--- config.mk ---
export PLATFORM = sky130hd
export DESIGN_NAME = seq_div_40by8
export DESIGN_NICKNAME = d
export VERILOG_FILES = /design/src/rtl/seq_div_40by8.sv
export SDC_FILE = /design/constraint.sdc
export NUM_CORES = 1
export LEC_CHECK = 0
export CAP_MARGIN = 20
export CORE_UTILIZATION = 63
export CTS_BUF_LIST = sky130_fd_sc_hd__clkbuf_8
export DETAILED_ROUTE_END_ITERATION = 16
export DONT_BUFFER_PORTS = 1
export PLACE_DENSITY = 0.79
export SLEW_MARGIN = 0
export SYNTH_ARGS = -nofsm -noshare
export SYNTH_HDL_FRONTEND = slang
export SYNTH_SLANG_ARGS = --single-unit
--- constraint.sdc ---
create_clock -name clk -period 2.48 [get_ports clk]
set_clock_uncertainty 0.1 [all_clocks]
set_input_delay 0.496 -clock clk [delete_from_list [all_inputs] [get_ports clk]]
set_output_delay 0.496 -clock clk [all_outputs]
set_load 0.05 [all_outputs]
--- src/rtl/seq_div_40by8.sv ---
// Iterative restoring divider: one quotient bit per clock, valid/ready on both sides.
// Optional SEQ_DIV_Q32_OVF_EN adds q_ovf, flagging quotients wider than 32 bits.
module seq_div_40by8 #(
    parameter int DIVIDEND_W = 40,
    parameter int DIVISOR_W  = 8
) (
    input  logic                  clk,
    input  logic                  rst,
    input  logic                  in_valid,
    output logic                  in_ready,
    input  logic [DIVIDEND_W-1:0] dividend,
    input  logic [DIVISOR_W-1:0]  divisor,
    output logic                  out_valid,
    input  logic                  out_ready,
    output logic [DIVIDEND_W-1:0] quotient,
    output logic [DIVISOR_W-1:0]  remainder,
`ifdef SEQ_DIV_Q32_OVF_EN
    output logic                  q_ovf,
`endif
    output logic                  div_by_zero
);

    localparam int CNT_W = $clog2(DIVIDEND_W);
    localparam logic [CNT_W-1:0] LAST_CNT = CNT_W'(DIVIDEND_W - 1);

    typedef enum logic [1:0] {
        IDLE,
        CALC,
        DONE
    } state_t;

    state_t                state;
    logic [DIVIDEND_W-1:0] q_reg;
    logic [DIVISOR_W-1:0]  rem_reg;
    logic [DIVISOR_W-1:0]  dsr_reg;
    logic [CNT_W-1:0]      count;

    logic [DIVISOR_W:0]    shifted;
    logic [DIVISOR_W-1:0]  diff;
    logic                  fits;
    logic [DIVIDEND_W-1:0] q_step;
    logic [DIVISOR_W-1:0]  rem_step;

    // The partial remainder stays below the divisor, so only the shifted value
    // needs the extra bit; the compare is DIVISOR_W+1 wide and cannot overflow.
    always_comb begin
        shifted  = {rem_reg, q_reg[DIVIDEND_W-1]};
        fits     = (shifted >= {1'b0, dsr_reg});
        diff     = shifted[DIVISOR_W-1:0] - dsr_reg;
        q_step   = {q_reg[DIVIDEND_W-2:0], fits};
        rem_step = fits ? diff : shifted[DIVISOR_W-1:0];
    end

    assign quotient  = q_reg;
    assign remainder = rem_reg;

    always_ff @(posedge clk) begin
        if (rst) begin
            state       <= IDLE;
            in_ready    <= 1'b1;
            out_valid   <= 1'b0;
            q_reg       <= '0;
            rem_reg     <= '0;
            dsr_reg     <= '0;
            count       <= '0;
            div_by_zero <= 1'b0;
`ifdef SEQ_DIV_Q32_OVF_EN
            q_ovf       <= 1'b0;
`endif
        end else begin
            case (state)
                IDLE: begin
                    if (in_valid && in_ready) begin
                        in_ready <= 1'b0;
                        if (divisor == '0) begin
                            q_reg       <= '1;
                            rem_reg     <= '0;
                            div_by_zero <= 1'b1;
                            out_valid   <= 1'b1;
`ifdef SEQ_DIV_Q32_OVF_EN
                            q_ovf       <= 1'b1;
`endif
                            state       <= DONE;
                        end else begin
                            dsr_reg <= divisor;
                            q_reg   <= dividend;
                            rem_reg <= '0;
                            count   <= LAST_CNT;
                            state   <= CALC;
                        end
                    end
                end
                CALC: begin
                    q_reg   <= q_step;
                    rem_reg <= rem_step;
                    if (count == '0) begin
                        out_valid <= 1'b1;
`ifdef SEQ_DIV_Q32_OVF_EN
                        q_ovf     <= |q_step[DIVIDEND_W-1:32];
`endif
                        state     <= DONE;
                    end else begin
                        count <= count - CNT_W'(1);
                    end
                end
                DONE: begin
                    // Results stay put after handoff; only the flags clear.
                    if (out_ready) begin
                        out_valid   <= 1'b0;
                        div_by_zero <= 1'b0;
`ifdef SEQ_DIV_Q32_OVF_EN
                        q_ovf       <= 1'b0;
`endif
                        in_ready    <= 1'b1;
                        state       <= IDLE;
                    end
                end
                default: begin
                    state     <= IDLE;
                    in_ready  <= 1'b1;
                    out_valid <= 1'b0;
                end
            endcase
        end
    end

endmodule
Word-level counts from Yosys, hierarchy flattened

Index checks and enable logic that the tools add are counted.

Logic and storage cells: 58
Input bits: 52
Register bits after elaboration: 67
Output and inout bits: 51

Mux-type cells: 24
Bitwise gates (word level): 2
Equal/unequal tests: 8
Reduce and logical (&&, ||, !) cells: 13
Order comparisons: 1
$add $sub $neg: 2

Operator list:

| kind                                                                   | number |
|---|---|
| 40-bit two-way mux                                                     | 2 |
| 40-bit one-hot mux with 2 select lines                                 | 1 |
| 6-bit two-way mux                                                      | 3 |
| 8-bit two-way mux                                                      | 2 |
| 8-bit one-hot mux with 2 select lines                                  | 1 |
| 2-bit inequality test (second input constant)                          | 6 |
| 6-bit one-hot mux with 2 select lines                                  | 1 |
| 4-bit AND reduction                                                    | 3 |
| 9-bit by 8-bit >= comparator with 1-bit output                         | 1 |
| 3-bit AND reduction                                                    | 3 |
| 8-bit logical NOT                                                      | 1 |
| 2-bit two-way mux                                                      | 4 |
| 8-bit subtractor                                                       | 1 |
| 6-bit logical NOT                                                      | 1 |
| 1-bit two-way mux                                                      | 6 |
| 1-bit one-hot mux with 3 select lines                                  | 2 |
| 2-bit one-hot mux with 3 select lines                                  | 1 |
| 6-bit by 1-bit subtractor with 6-bit output (second input constant)    | 1 |
| 2-bit nonzero test                                                     | 2 |
| 2-bit by 1-bit equality test with 1-bit output (second input constant) | 1 |
| 2-bit equality test (second input constant)                            | 1 |
| 2-bit logical NOT                                                      | 1 |
| 1-bit NOT                                                              | 2 |
| 1-bit one-hot mux with 2 select lines                                  | 1 |
| 2 further kinds                                                        | 2 |

Depth between registers and ports, before layout

Gate-level depths: netlist of run 1.

Word-level depth: 4
Mapped depth: 8
Mapped depth without buffers: 8

Least setup slack after synthesis of run 1

Ideal clock, no wire load.

Path type: register to register
Start: register rem_reg[5] (netlist: remainder[5])
End: register rem_reg[2] (netlist: remainder[2])
Path slack: 199 ps
Buffers on the path: 1
Required time: 2262 ps
Clock period less this slack: 2281 ps
Stages on the path, launching flop included: 8
Setup time: 118 ps
Arrival time: 2063 ps
Path through: dfxtp_1 -> ha_1 -> a21oi_1 -> o221ai_1 -> a21oi_2 -> buf_2 -> mux2i_1 -> o21ai_1

Cells in the longest elaborated chain, start to end: 3

Ends and longest elaborated chain:

| item                                           | RTL line | RTL |
|---|---|---|
| from (decl)                                    | 34       | `logic [DIVISOR_W-1:0] rem_reg;` |
| from (signal assigned)                         | 95       | `rem_reg <= rem_step;` |
| 9-bit by 8-bit >= comparator with 1-bit output | 48       | `fits = (shifted >= {1'b0, dsr_reg});` |
| 8-bit two-way mux                              | 51       | `rem_step = fits ? diff : shifted[DIVISOR_W-1:0];` |
| 8-bit one-hot mux with 2 select lines          | 71       | `case (state)` |

Every way passes these cells.
A chain may end at the register's enable or synchronous reset.

Final worst setup path of run 1

Start: register dsr_reg[6]
End: register rem_reg[4] (netlist: remainder[4])

Cells in the longest elaborated chain, start to end: 3

Ends and longest elaborated chain:

| item                                           | RTL line | RTL |
|---|---|---|
| from (decl)                                    | 35       | `logic [DIVISOR_W-1:0] dsr_reg;` |
| from (signal assigned)                         | 85       | `dsr_reg <= divisor;` |
| 9-bit by 8-bit >= comparator with 1-bit output | 48       |  |
| 8-bit two-way mux                              | 51       |  |
| 8-bit one-hot mux with 2 select lines          | 71       |  |

Every way passes these cells.

==> results of run 1 <==
[cell families after synthesis]
family / Yosys count / synth area share, %
fa+ha+maj: 11 / 4.22
compound gates: 132 / 32.1
xor+xnor: 3 / 0.765
buf+inv: 43 / 5.97
simple gates: 102 / 14.1
flops: 67 / 39.0
mux: 13 / 3.79
[worst max-delay path by stage]
| stage | start | to | slack, ns | cells past startpoint |
|---|---|---|---|---|
| finish | dsr_reg[6] | remainder[4] | 0.32 | 8 |
| global route | dsr_reg[6] | remainder[4] | 0.16 | 8 |
| CTS | dsr_reg[6] | remainder[4] | 0.34 | 8 |
| detailed placement | dsr_reg[6] | remainder[4] | 0.35 | 8 |
| global placement | quotient[39] | remainder[6] | 0.42 | 8 |
| floorplan | remainder[5] | remainder[2] | 0.20 | 7 |
[cell usage after synthesis (3+ instances only)]
library cell | number | area, um2
dfxtp_1 | 67 | 1340
a32oi_1 | 4 | 35.0
o221ai_1 | 21 | 184
a21oi_1 | 36 | 180
a21oi_2 | 19 | 166
nor3_1 | 6 | 30.0
nand3_1 | 4 | 20.0
buf_2 | 5 | 25.0
nor2b_1 | 5 | 31.3
nor2_1 | 23 | 86.3
nand2_1 | 47 | 176
o21a_1 | 3 | 22.5
o21ai_0 | 7 | 35.0
clkbuf_1 | 16 | 60.1
inv_1 | 16 | 60.1
ha_1 | 10 | 125
buf_6 | 5 | 56.3
mux2i_1 | 13 | 130
o221ai_2 | 19 | 285
[stage by stage]
stage	hold WS, ns	util [%]	instance area, um2	instances	worst slack, ns
floorplan	0.360	-	3440	371	0.199
global placement	0.373	68.4	3540	430	0.423
detailed placement	0.383	68.4	3540	430	0.348
CTS	0.0939	72.5	3750	445	0.342
global route	0.0940	72.5	3750	445	0.158
finish	0.105	72.5	3750	445	0.321
[power groups by stage]
| stage | combinational (uW) | clock (uW) | sequential, uW |
|---|---|---|---|
| 2_1_floorplan | 1020 | 0 | 1880 |
| 3_3_place_gp | 1270 | 0 | 1840 |
| 3_5_place_dp | 1310 | 0 | 1850 |
| 4_1_cts | 1310 | 1010 | 1830 |
| 5_1_grt | 1450 | 1050 | 1860 |
| 6_report | 1320 | 991 | 1830 |
[critical path, stage by stage, from the launching register on]
cell and delay, ns:
dfxtp_1 0.33, inv_1 0.04, ha_1 0.33, a21oi_1 0.30
o221ai_1 0.17, a21oi_2 0.29, buf_4 0.23, mux2i_1 0.20
o21ai_1 0.07
[layout make-up]
cell class              count  area [um2]
fillers                   394        1420
clock buffers               9         124
inverters                  16        60.1
multi-input cells         261        1900
repair buffers             16         145
clock inverters             6        90.1
flip-flops and latches     67        1340
well taps                  70        87.6
[cell usage in the layout (no fill, tap or decap), drive strengths merged, types with 10 or more instances in the layout]
cell type,Yosys,final
o221ai,40,40
o21ai,10,10
ha,10,10
mux2i,13,13
nand2,48,48
nor2,24,24
inv,16,17
a21oi,55,55
dfxtp,67,67
buf,11,16
[routing by layer]
layer	wire (um)	GRT usage, %	share of wire [%]
met4	129	11.7	1.7
met1	3420	36.7	45
met3	590	8.60	7.8
met5	0	0	0
met2	3400	37.4	45
==> key figures, run 1 <==
Global route
  – Grt total ovfl: 0
  – First-pass GRT wire length: roughly 11 mm
  – All-layer global routing usage: about a quarter
  – Vias in the first global route: 2405
  – Pin count of the biggest net entering global routing: 62
  – Initial antenna violation count: 0

Setup path
  – R2r endpoint: remainder[4]
  – Worst R2R Setup Slack: around 0.32 ns
  – Cells on worst reg2reg path: 8
  – CP required: roughly 2.6 ns
  – Setup crit start kind: register
  – Crit-path max FO: 8
  – Worst EP arrival: ~2.3 ns
  – CP Class: reg2reg
  – Reg2Reg Launch Point: dsr_reg[6]
  – CP Capture Type: register

STA
  – Setup TNS: 0 ns
  – RSZ-0062 raised after global routing: false
  – Post-route minimum period: roughly 2.2 ns
  – Slew HR: about three fifths
  – Final cycle utilization of the critical path: ~87%
  – # setup viols final: 0
  – F_max: roughly 460 MHz
  – Worst Tran Pin Value: 0.602 ns
  – Final Hold Fails: 0
  – Final count of pins violating max slew: 0

Power
  – Psw: between 1500 and 2000 uW
  – Tot Pwr: a little over 4000 uW
  – Net Sw Frac: 43.0%
  – Internal: 2360 uW
  – LEAKAGE: between 0.001 and 0.0015 uW
  – Max rail drop VDD: about 0.58 mV
  – Pwr Density: ~1100 nW/um2
  – Reg power frac: 44.2%
  – Clock Power Share: about a quarter
  – Combinational power share: a little under a third

Floorplan
  – Core Area: about 5200 um2
  – Die X: 75.9 um
  – Starting density of the core: roughly two thirds
  – Die ar.: 5750 um2
  – I/O pin cnt: 103
  – FP Rows: 26
  – Die Y: roughly 76 um

Job
  – Total of max-cap violations: 0

Clock network
  – Clock buffer depth: 2
  – CTS H-Tree Depth: 3
  – Cts repair resizes: 0
  – Clk slew on worst S/H paths: ~0.07 ns
  – Clk sinks: 67
  – Worst skew pair latency: 0.34 ns
  – CTS tree: done
  – Total CTS buffers: 9
  – Hold-fix buffers, CTS: 0
  – Root buf cell: clkbuf_8
  – Post-CTS Setup Inserts: 0

Drt
  – Via/cell ratio: 6.27
  – DRT Wirelength: 7.54 mm
  – DR WL/cell: ~17 um
  – DRT Pass-1 Iters: 4
  – Via count: 2792
  – Routed Antenna Nets: 0
  – Drt drc: 0
  – Initial DRC Count: 181

Synthesis
  – Post-Syn Instances: ~370
  – Sequential fraction of the synthesis area: between 30% and 40%
  – EDFF count, synth: 0
  – FF+latch count, synth: between 60 and 70
  – Mean Syn Cell Area: ~9.3 um2
  – Post-synth cell types: between 50 and 60
  – Synth warnings: 0
  – Most frequently used flop master after synthesis: dfxtp_1
  – Net Count, Synth: between 400 and 500
  – Syn Std Cell Area: around 3400 um2
  – Ys async rst share: 0%

Min path
  – Hold Crit Depth: 1
  – Hold_sp: rst
  – Hold WC Path Type: in2reg
  – WHS Endpoint: quotient[27]

Placed design
  – Final GP Congestion: approximately 0.82
  – HPWL after DPL: between 5 and 6 mm
  – I/O Buffers: 0

Cells and area
  – ANT cells: 0
  – Fin nets: 434
  – Synth-to-Final Area Change: 9.21%
  – Share of cells above drive strength 1: approximately 22%
  – Largest register FFs: 40

Outcome
  – Status: finished clean
(Power assumes the default switching activity.)
==> run 2, diff against run 1 <==
--- a/config.mk
+++ b/config.mk
@@ -6,11 +6,10 @@
 export NUM_CORES = 1
 export LEC_CHECK = 0
 export CAP_MARGIN = 20
-export CORE_UTILIZATION = 63
+export CORE_UTILIZATION = 49
 export CTS_BUF_LIST = sky130_fd_sc_hd__clkbuf_8
 export DETAILED_ROUTE_END_ITERATION = 16
-export DONT_BUFFER_PORTS = 1
-export PLACE_DENSITY = 0.79
+export PLACE_DENSITY = 0.83
 export SLEW_MARGIN = 0
 export SYNTH_ARGS = -nofsm -noshare
 export SYNTH_HDL_FRONTEND = slang
==> key figures, run 2 (same netlist as run 1, synthesis figures left out) <==
Global route
  – Pin count of the biggest net entering global routing: 40 (-35%)
  – Initial antenna violation count: 0 (unchanged)
  – Grt total ovfl: 0 (unchanged)
  – All-layer global routing usage: 25.1% (-1.4 points)
  – Vias in the first global route: 3021 (+26%)
  – First-pass GRT wire length: 14.6 mm (+29%)

Drt
  – Routed Antenna Nets: 0 (unchanged)
  – DRT Wirelength: 9.00 mm (+19%)
  – Via/cell ratio: 5.73 (-8.7%)
  – DR WL/cell: 15.8 um (-6.5%)
  – DRT Pass-1 Iters: 11 (+7)
  – Via count: 3254 (+17%)
  – Initial DRC Count: 143 (-21%)
  – Drt drc: 1 (+1)

Cells and area
  – ANT cells: 0 (unchanged)
  – Largest register FFs: 40 (unchanged)
  – Synth-to-Final Area Change: 38.2%
  – Fill cell count: 547 (+39%)
  – Final std cells w/o fill: 568 (+28%)
  – Final core utilization: 69.9% (-2.7 points)
  – Commonest non-fill, non-tap cells in the layout: clkdlybuf4s50_1 (101), dfxtp_1 (67), nand2_1 (47), a21oi_1 (36), nor2_1 (22)
  – Fin nets: 530 (+22%)
  – Share of cells above drive strength 1: 16.3% (-6.1 points)
  – Most common cell after layout, fill and taps aside: clkdlybuf4s50_1

Setup path
  – Crit-path max FO: 10 (+2)
  – Worst path cell trace: ha_1, a21oi_1, o221ai_1, a21oi_2, buf_4, mux2i_1, o21ai_1
  – CP Class: reg2reg
  – CP Capture Type: register
  – Critical path launch point: remainder[5]
  – Worst path max stage delay: 0.37 ns (+0.04 ns)
  – Cells on worst reg2reg path: 7 (-1)
  – R2r endpoint: remainder[4]
  – CP required: 2.61 ns (about the same)
  – Worst EP arrival: 2.37 ns (+0.08 ns)
  – Worst R2R Setup Slack: 0.23 ns (-0.09 ns)
  – Reg2Reg Launch Point: remainder[5]
  – Setup crit start kind: register
  – Slowest CP cell: ha_1
  – Last element of the critical path: remainder[4]

STA
  – Final count of pins violating max slew: 0 (unchanged)
  – Worst Tran Pin Value: 0.543 ns (-0.0592 ns)
  – Setup TNS: 0 ns (unchanged)
  – RSZ-0062 raised after global routing: false
  – Fin worst setup slack: 0.235 ns (-0.0864 ns)
  – F_max: 445 MHz (-3.8%)
  – Post-route minimum period: 2.25 ns (+0.0864 ns)
  – Slew HR: 63.7% (+3.9 points)
  – # setup viols final: 0 (unchanged)
  – Final cycle utilization of the critical path: 90.5% (+3.5 points)
  – Final Hold Fails: 0 (unchanged)

Floorplan
  – Core Area: 6790 um2 (+31%)
  – Die Y: 85.7 um (+13%)
  – I/O pin cnt: 103 (unchanged)
  – FP Rows: 30 (+15%)
  – Starting density of the core: 50.6% (-16 points)
  – Die ar.: 7350 um2 (+28%)
  – Die X: 85.7 um (+13%)

Clock network
  – Hold-fix buffers, CTS: 0 (unchanged)
  – CTS H-Tree Depth: 3 (unchanged)
  – Clock buffer depth: 2 (unchanged)
  – Worst skew pair latency: 0.34 ns (about the same)
  – Cts repair resizes: 0 (unchanged)
  – Clk sinks: 67 (unchanged)
  – Root buf cell: clkbuf_8
  – Post-CTS Setup Inserts: 0 (unchanged)
  – Total CTS buffers: 9 (unchanged)
  – CTS tree: done
  – Clk slew on worst S/H paths: 0.07 ns (about the same)

Power
  – Max rail drop VDD: 0.512 mV (-12%)
  – Tot Pwr: 4440 uW (+7.4%)
  – LEAKAGE: 0.00168 uW (+27%)
  – Pwr Density: 935 nW/um2 (-15%)

Placed design
  – I/O Buffers: 102 (+102)
  – HPWL after DPL: 6.30 mm (+22%)
  – Pre-CTS WS: 0.0141 ns (-0.334 ns)
  – Placed Cells: 552 (+28%)
  – Final GP Congestion: 0.901 (+10%)

Job
  – Total of max-cap violations: 0 (unchanged)

Outcome
  – Failing checks: DRC
  – Status: finished with violations

Min path
  – Hold WC Path Type: reg2reg
  – Hold_sp: quotient[11]
==> run 2: cell count changes in the layout (fill, tap and decap cells not counted), moves of 3 or more <==
cell	delta
buf_4	-6
clkbuf_8	+3
inv_1	+3
clkdlybuf4s50_1	+101
==> run 2: area by class of cell <==
type                       instances  area (um2)  share of cell area, %
clock buffer                      12         165                   3.48
timing repair buffer             112        1120                   23.5
inverter                          16        60.1                   1.26
clock inverter                     4        41.3                  0.870
sequential                        67        1340                   28.2
tap                               96         120                   2.53
multi-input combinational        261        1900                   40.1
==> run 2: critical path: cells and delay by family (launching register included) <==
kind / cells / cell delay [ns]
AO/OA/AOI/OAI: 4 / 0.86
adder cells (fa/ha/maj): 1 / 0.37
buffers and inverters: 1 / 0.23
flip-flops: 1 / 0.34
multiplexers: 1 / 0.23
==> run 2: power by group <==
part	internal (uW)	leakage [uW]	total (uW)	switching, uW
registers	1250	0.000550	1420	165
logic	807	0.00101	2090	1280
clock network	536	0.000116	934	397
total	2600	0.00168	4440	1840
==> run 2: per-stage QoR <==
| stage | instance area [um2] | hold slack [ns] |
|---|---|---|
| floorplan | 3440 | 0.360 |
| finish | 4750 | 0.370 |
| global route | 4750 | 0.395 |
| global placement | 4540 | 0.354 |
| CTS | 4750 | 0.374 |
| detailed placement | 4540 | 0.362 |
==> run 2: how the worst min path moves through the flow <==
stage                   end  slack [ns]  depth (start not counted)
6_report       quotient[11]        0.37                          2
5_1_grt        quotient[39]        0.39                          2
4_1_cts        quotient[17]        0.37                          2
3_5_place_dp   quotient[17]        0.36                          2
3_3_place_gp   quotient[11]        0.35                          2
2_1_floorplan    dsr_reg[2]        0.36                          2
==> run 2: metal layers <==
layer	track usage, %	routed length, um	vias up
li1	-	-	1570
met1	32.0	3950	1556
met5	0	0	-
met4	12.4	275	0
met3	5.00	388	23
met2	40.6	4390	105
